<file path="src/rtl/alu_pkg.sv">
// ---------------------------------------------------------------------------
// alu_pkg
// Shared definitions for the ALU issue controller and its result FIFO.
//   SEL_*   : operation select encodings driven to the external ALU
//   state_t : issue controller FSM states
// ---------------------------------------------------------------------------
package alu_pkg;

   localparam logic [1:0] SEL_ADD = 2'b00;
   localparam logic [1:0] SEL_SUB = 2'b01;
   localparam logic [1:0] SEL_2   = 2'b10;
   localparam logic [1:0] SEL_3   = 2'b11;

   typedef enum logic {
      IDLE = 1'b0,
      EXEC = 1'b1
   } state_t;

endpackage

</file>
<file path="src/rtl/alu_res_fifo.sv">
// ---------------------------------------------------------------------------
// alu_res_fifo
// Circular result buffer holding {select, carry, result} words in arrival
// order.
//   clk, rst_n : clock and asynchronous active-low reset
//   push_i     : write wdata_i at the tail (ignored when full)
//   pop_i      : drop the head entry (ignored when empty)
//   wdata_i    : entry to write
//   rdata_o    : oldest entry (meaningful only while count_o != 0)
//   count_o    : number of stored entries, 0..DEPTH
// DEPTH must be a power of two so the pointers wrap on their own.
// ---------------------------------------------------------------------------
module alu_res_fifo #(
   parameter int DEPTH = 4,
   parameter int WIDTH = 7,
   localparam int PW = $clog2(DEPTH),
   localparam int CW = $clog2(DEPTH) + 1
) (
   input  logic             clk,
   input  logic             rst_n,
   input  logic             push_i,
   input  logic             pop_i,
   input  logic [WIDTH-1:0] wdata_i,
   output logic [WIDTH-1:0] rdata_o,
   output logic [CW-1:0]    count_o
);

   logic [WIDTH-1:0] mem_q [DEPTH];
   logic [PW-1:0]    wrPtr_q;
   logic [PW-1:0]    rdPtr_q;
   logic [CW-1:0]    count_q;
   logic [CW-1:0]    count_d;
   logic             doPush;
   logic             doPop;

   // Qualify the raw requests so a pop on an empty buffer or a push on a
   // full one never moves a pointer.
   assign doPush = push_i && (count_q != CW'(DEPTH));
   assign doPop  = pop_i && (count_q != '0);

   // Occupancy only changes when exactly one of push/pop happens; a
   // simultaneous push and pop leaves it where it was.
   always_comb begin
      count_d = count_q;
      if (doPush && !doPop) begin
         count_d = count_q + CW'(1);
      end else if (!doPush && doPop) begin
         count_d = count_q - CW'(1);
      end
   end

   // Pointers and count are the only state that reset has to clear; stale
   // storage contents are unreachable once the count is zero.
   always_ff @(posedge clk or negedge rst_n) begin
      if (!rst_n) begin
         wrPtr_q <= '0;
         rdPtr_q <= '0;
         count_q <= '0;
      end else begin
         if (doPush) begin
            wrPtr_q <= wrPtr_q + PW'(1);
         end
         if (doPop) begin
            rdPtr_q <= rdPtr_q + PW'(1);
         end
         count_q <= count_d;
      end
   end

   // Storage is written without reset so it can map onto plain RAM cells.
   always_ff @(posedge clk) begin
      if (doPush) begin
         mem_q[wrPtr_q] <= wdata_i;
      end
   end

   assign rdata_o = mem_q[rdPtr_q];
   assign count_o = count_q;

endmodule

</file>
<file path="src/rtl/alu_issue_ctrl.sv">
// ---------------------------------------------------------------------------
// alu_issue_ctrl
// Issues operation requests to an external combinational ALU, one every two
// cycles, and buffers the returned results in a FIFO for the consumer.
//   clk, rst_n            : clock and asynchronous active-low reset
//   in_valid / in_ready   : request handshake
//   in_a, in_b, in_s      : operands and operation select
//   alu_a, alu_b, alu_s   : registered drive into the external ALU
//   alu_out, alu_cout     : combinational result and carry from the ALU
//   out_valid / out_ready : result handshake
//   out_data, out_carry,
//   out_s                 : oldest buffered result, carry and select
// Optional feature (macro ALU_ISSUE_STATS_EN):
//   op_count, carry_count : 16-bit wrapping counts of results written and of
//                           results written with carry set
// ---------------------------------------------------------------------------
module alu_issue_ctrl
   import alu_pkg::*;
#(
   parameter int DEPTH = 4,
   parameter int W     = 4
) (
   input  logic         clk,
   input  logic         rst_n,
   input  logic         in_valid,
   output logic         in_ready,
   input  logic [W-1:0] in_a,
   input  logic [W-1:0] in_b,
   input  logic [1:0]   in_s,
   output logic [W-1:0] alu_a,
   output logic [W-1:0] alu_b,
   output logic [1:0]   alu_s,
   input  logic [W-1:0] alu_out,
   input  logic         alu_cout,
   output logic         out_valid,
   input  logic         out_ready,
   output logic [W-1:0] out_data,
   output logic         out_carry,
   output logic [1:0]   out_s
`ifdef ALU_ISSUE_STATS_EN
   ,
   output logic [15:0]  op_count,
   output logic [15:0]  carry_count
`endif
);

   localparam int CW = $clog2(DEPTH) + 1;
   localparam int FW = W + 3;

   state_t          state_q;
   logic [W-1:0]    aluA_q;
   logic [W-1:0]    aluB_q;
   logic [1:0]      aluS_q;
   logic [CW-1:0]   fifoCount;
   logic            fifoPush;
   logic            fifoPop;
   logic [FW-1:0]   fifoWdata;
   logic [FW-1:0]   fifoRdata;

   // A request is only taken when no operation is in flight and a FIFO slot
   // is already free, so the result written during EXEC can never overflow.
   assign in_ready = (state_q == IDLE) && (fifoCount < CW'(DEPTH));

   // Issue FSM. The ALU operand registers only load on acceptance, so the
   // external ALU sees stable inputs for the whole EXEC cycle and while idle.
   always_ff @(posedge clk or negedge rst_n) begin
      if (!rst_n) begin
         state_q <= IDLE;
         aluA_q  <= '0;
         aluB_q  <= '0;
         aluS_q  <= SEL_ADD;
      end else begin
         case (state_q)
            IDLE: begin
               if (in_valid && in_ready) begin
                  aluA_q  <= in_a;
                  aluB_q  <= in_b;
                  aluS_q  <= in_s;
                  state_q <= EXEC;
               end
            end
            EXEC: begin
               state_q <= IDLE;
            end
            default: begin
               state_q <= IDLE;
            end
         endcase
      end
   end

   assign alu_a = aluA_q;
   assign alu_b = aluB_q;
   assign alu_s = aluS_q;

   // The ALU result is captured at the end of the EXEC cycle together with
   // the select that produced it, so the consumer can tell operations apart.
   assign fifoPush  = (state_q == EXEC);
   assign fifoPop   = out_valid && out_ready;
   assign fifoWdata = {aluS_q, alu_cout, alu_out};

   alu_res_fifo #(
      .DEPTH (DEPTH),
      .WIDTH (FW)
   ) uResFifo (
      .clk     (clk),
      .rst_n   (rst_n),
      .push_i  (fifoPush),
      .pop_i   (fifoPop),
      .wdata_i (fifoWdata),
      .rdata_o (fifoRdata),
      .count_o (fifoCount)
   );

   assign out_valid = (fifoCount != '0);
   assign out_data  = fifoRdata[W-1:0];
   assign out_carry = fifoRdata[W];
   assign out_s     = fifoRdata[W+2:W+1];

`ifdef ALU_ISSUE_STATS_EN
   logic [15:0] opCount_q;
   logic [15:0] carryCount_q;

   // Statistics follow FIFO writes, not acceptances, so an operation killed
   // by reset before its result lands is never counted.
   always_ff @(posedge clk or negedge rst_n) begin
      if (!rst_n) begin
         opCount_q    <= '0;
         carryCount_q <= '0;
      end else if (fifoPush) begin
         opCount_q <= opCount_q + 16'd1;
         if (alu_cout) begin
            carryCount_q <= carryCount_q + 16'd1;
         end
      end
   end

   assign op_count    = opCount_q;
   assign carry_count = carryCount_q;
`endif

endmodule

</file>
<file path="config.mk">
export PLATFORM = sky130hd
export DESIGN_NAME = alu_issue_ctrl
export DESIGN_NICKNAME = d
export VERILOG_FILES = /design/src/rtl/alu_pkg.sv /design/src/rtl/alu_res_fifo.sv /design/src/rtl/alu_issue_ctrl.sv
export SDC_FILE = /design/constraint.sdc
export NUM_CORES = 1
export LEC_CHECK = 0
export BUFFER_PORTS_ARGS = -buffer_cell sky130_fd_sc_hd__buf_2
export CAP_MARGIN = 40
export CORE_MARGIN = 2
export CORE_UTILIZATION = 36
export DETAILED_ROUTE_END_ITERATION = 8
export SYNTH_ARGS = -nofsm -noshare
export SYNTH_HDL_FRONTEND = slang
export SYNTH_SLANG_ARGS = --single-unit
</file>
<file path="constraint.sdc">
create_clock -name clk -period 2.8 [get_ports clk]
set_input_delay 0.42 -clock clk [delete_from_list [all_inputs] [get_ports clk]]
set_output_delay 0.42 -clock clk [all_outputs]
set_load 0.05 [all_outputs]
</file>
==> results.json <==
{
  "outcome": "completed",
  "arrival_ps": 1770,
  "max_freq_mhz": 456,
  "drive_gt1_share_pct": 47.4,
  "cts_setup_buffers": 0,
  "die_w_um": 75.8,
  "worstRegToRegCells": 8,
  "ys_seq_elements": 46,
  "num_vias": 933,
  "worst-path-max-fanout": 9,
  "crit_path_start_kind": "flop",
  "path_cells": "mux4_2 > buf_2",
  "synth.avg_cell_area_um2": 19.6,
  "antenna_found_initial": 0,
  "grt_max_degree": 19,
  "ant_nets": 0,
  "cp_slowest_cell": "dfrtp_1",
  "area_growth_pct": 18.0,
  "die-area_um2": 5750,
  "hold_viol": 0,
  "std_cell_rows": 26,
  "reg2reg_slack_ps": 660,
  "nNetsFinal": 161,
  "fin_setup_tns_ps": 0,
  "placed_cells": 199,
  "critPathMaxStageDelay_ps": 680,
  "synthesis.area_um2": 1860,
  "globalplace.congestion": 0.712,
  "cts.sinks": 46,
  "numCtsBuffers": 5,
  "ios": 38,
  "setup_viol": 0,
  "synth_warnings": 0,
  "grt_usage_pct": 11.5,
  "cts_tree": "built",
  "final_common_cell": "buf_2",
  "drt-initial-drc-count": 32,
  "initial_core_util_pct": 36.8,
  "overflow": 0,
  "postCtsHoldBufs": 0,
  "worstSetupEndpointType": "primary output",
  "chipHeight_um": 75.8,
  "clockBufferDepth": 2,
  "synth.distinct_cells": 21,
  "required_ps": 2380,
  "first_global_vias": 1006,
  "reg2reg_from": "uResFifo.count_o[2]",
  "drt-total-wl_um": 2930,
  "slew_violations": 0,
  "grt_pass1_wl_um": 4740,
  "cts_resized": 0,
  "final.setup_skew_ps": 2.00,
  "final_cell_mix": "buf_2, edfxtp_1, dfrtp_1",
  "dp.final_hpwl_um": 2080,
  "syn_nets": 120,
  "crit_start": "uResFifo.rdPtr_q[0]",
  "fin_crit_sh_pct": 78.3,
  "cap_viol_max_count": 0,
  "setup_ws_ps": 608,
  "relSlewSlack_pct": 64.4,
  "post-route-util_pct": 43.5,
  "synthCells": 95,
  "path_clk_slew_ps": 70,
  "min_path_type": "input pin to async pin",
  "min_period_ps": 2190,
  "place_ws_ps": 663,
  "drt-wirelength-per-cell_um": 14.1,
  "core_um2": 5040,
  "worst_pin_slew_ps": 534,
  "clk_latency_ps": 280,
  "path_class": "flop to primary output",
  "portBuffers": 37,
  "antenna_cells": 0,
  "instances_no_fill": 207,
  "r2r-end": "uResFifo.count_o[2]",
  "vias_per_cell": 4.51,
  "first_pass_iters": 4,
  "htreeDepth": 2,
  "root_buffer": "clkbuf_8",
  "drcViolationCount": 0,
  "seq_area_frac_synth_pct": 69.5,
  "rsz0062_at_grt": "no"
}
cells by family after synthesis:
kind of cell,Yosys count,synth area share (%)
simple gates,11,3.37
buf+inv,6,1.68
fa+ha+maj,6,4.44
flops,46,69.5
mux,19,17.6
xor+xnor,6,2.83
compound gates,1,0.606
worst max-delay path by stage:
stage | endpoint | slack (ps) | depth (start not counted)
finish | out_s[0] | 610 | 2
CTS | out_s[1] | 540 | 2
detailed placement | uResFifo.count_o[2] | 660 | 8
global placement | uResFifo.count_o[2] | 760 | 8
floorplan | uResFifo.count_o[2] | 500 | 8
global route | out_data[3] | 460 | 2
area by class of cell:
cell class                      count  area (um^2)
Fill cell                         466         2850
Sequential cell                    46         1290
Multi-Input combinational cell     43          536
Timing Repair Buffer               37          185
Tap cell                           70         87.6
Clock buffer                        6         72.6
Inverter                            3         11.3
Clock inverter                      2         8.76
state kept, by name, indices dropped and copies added (netlist names):
register          count
fifoPush              1
uResFifo.wrPtr_q      2
uResFifo.mem_q       28
alu_b                 4
uResFifo.rdPtr_q      2
uResFifo.count_o      3
alu_a                 4
alu_s                 2
per-stage QoR:
stage | hold slack, ps | instance area, um^2
after CTS | 54.1 | 2190
after floorplan | 124 | 1860
final | 51.4 | 2190
after global placement | 371 | 2110
after detailed placement | 370 | 2110
after global routing | 58.0 | 2190
critical path: cells and delay by family, from the launching register on:
kind                   cells  cell delay (ps)
flip-flops                 1              680
buffers and inverters      1              230
multiplexers               1              580
per-layer routing:
layer | up-vias | part of all wire (%) | global-route usage [%]
met4 | 0 | 0.75 | 3.51
met2 | 35 | 46 | 17.0
met1 | 465 | 46 | 15.4
met5 | - | 0 | 0
met3 | 4 | 7.1 | 5.03
li1 | 429 | - | -
synth_stat cells:
cell type | number | share of area (%)
edfxtp_1 | 28 | 45
dfrtp_1 | 18 | 24
mux2_4 | 9 | 7.3
mux4_2 | 7 | 8.5
ha_1 | 5 | 3.4
and2_1 | 4 | 1.3
xnor2_1 | 4 | 1.9
inv_1 | 3 | 0.61
mux2_2 | 3 | 1.8
nor2_1 | 2 | 0.40
xor2_1 | 2 | 0.94
a21boi_2 | 1 | 0.61
and2_4 | 1 | 0.47
buf_1 | 1 | 0.20
buf_2 | 1 | 0.27
buf_6 | 1 | 0.61
fa_1 | 1 | 1.1
nand2_1 | 1 | 0.20
nand3_1 | 1 | 0.27
nor2_2 | 1 | 0.34
or3_1 | 1 | 0.34
Power is not shown: default switching activity piles up to over one toggle a cycle in this logic, so the estimate is an artifact.
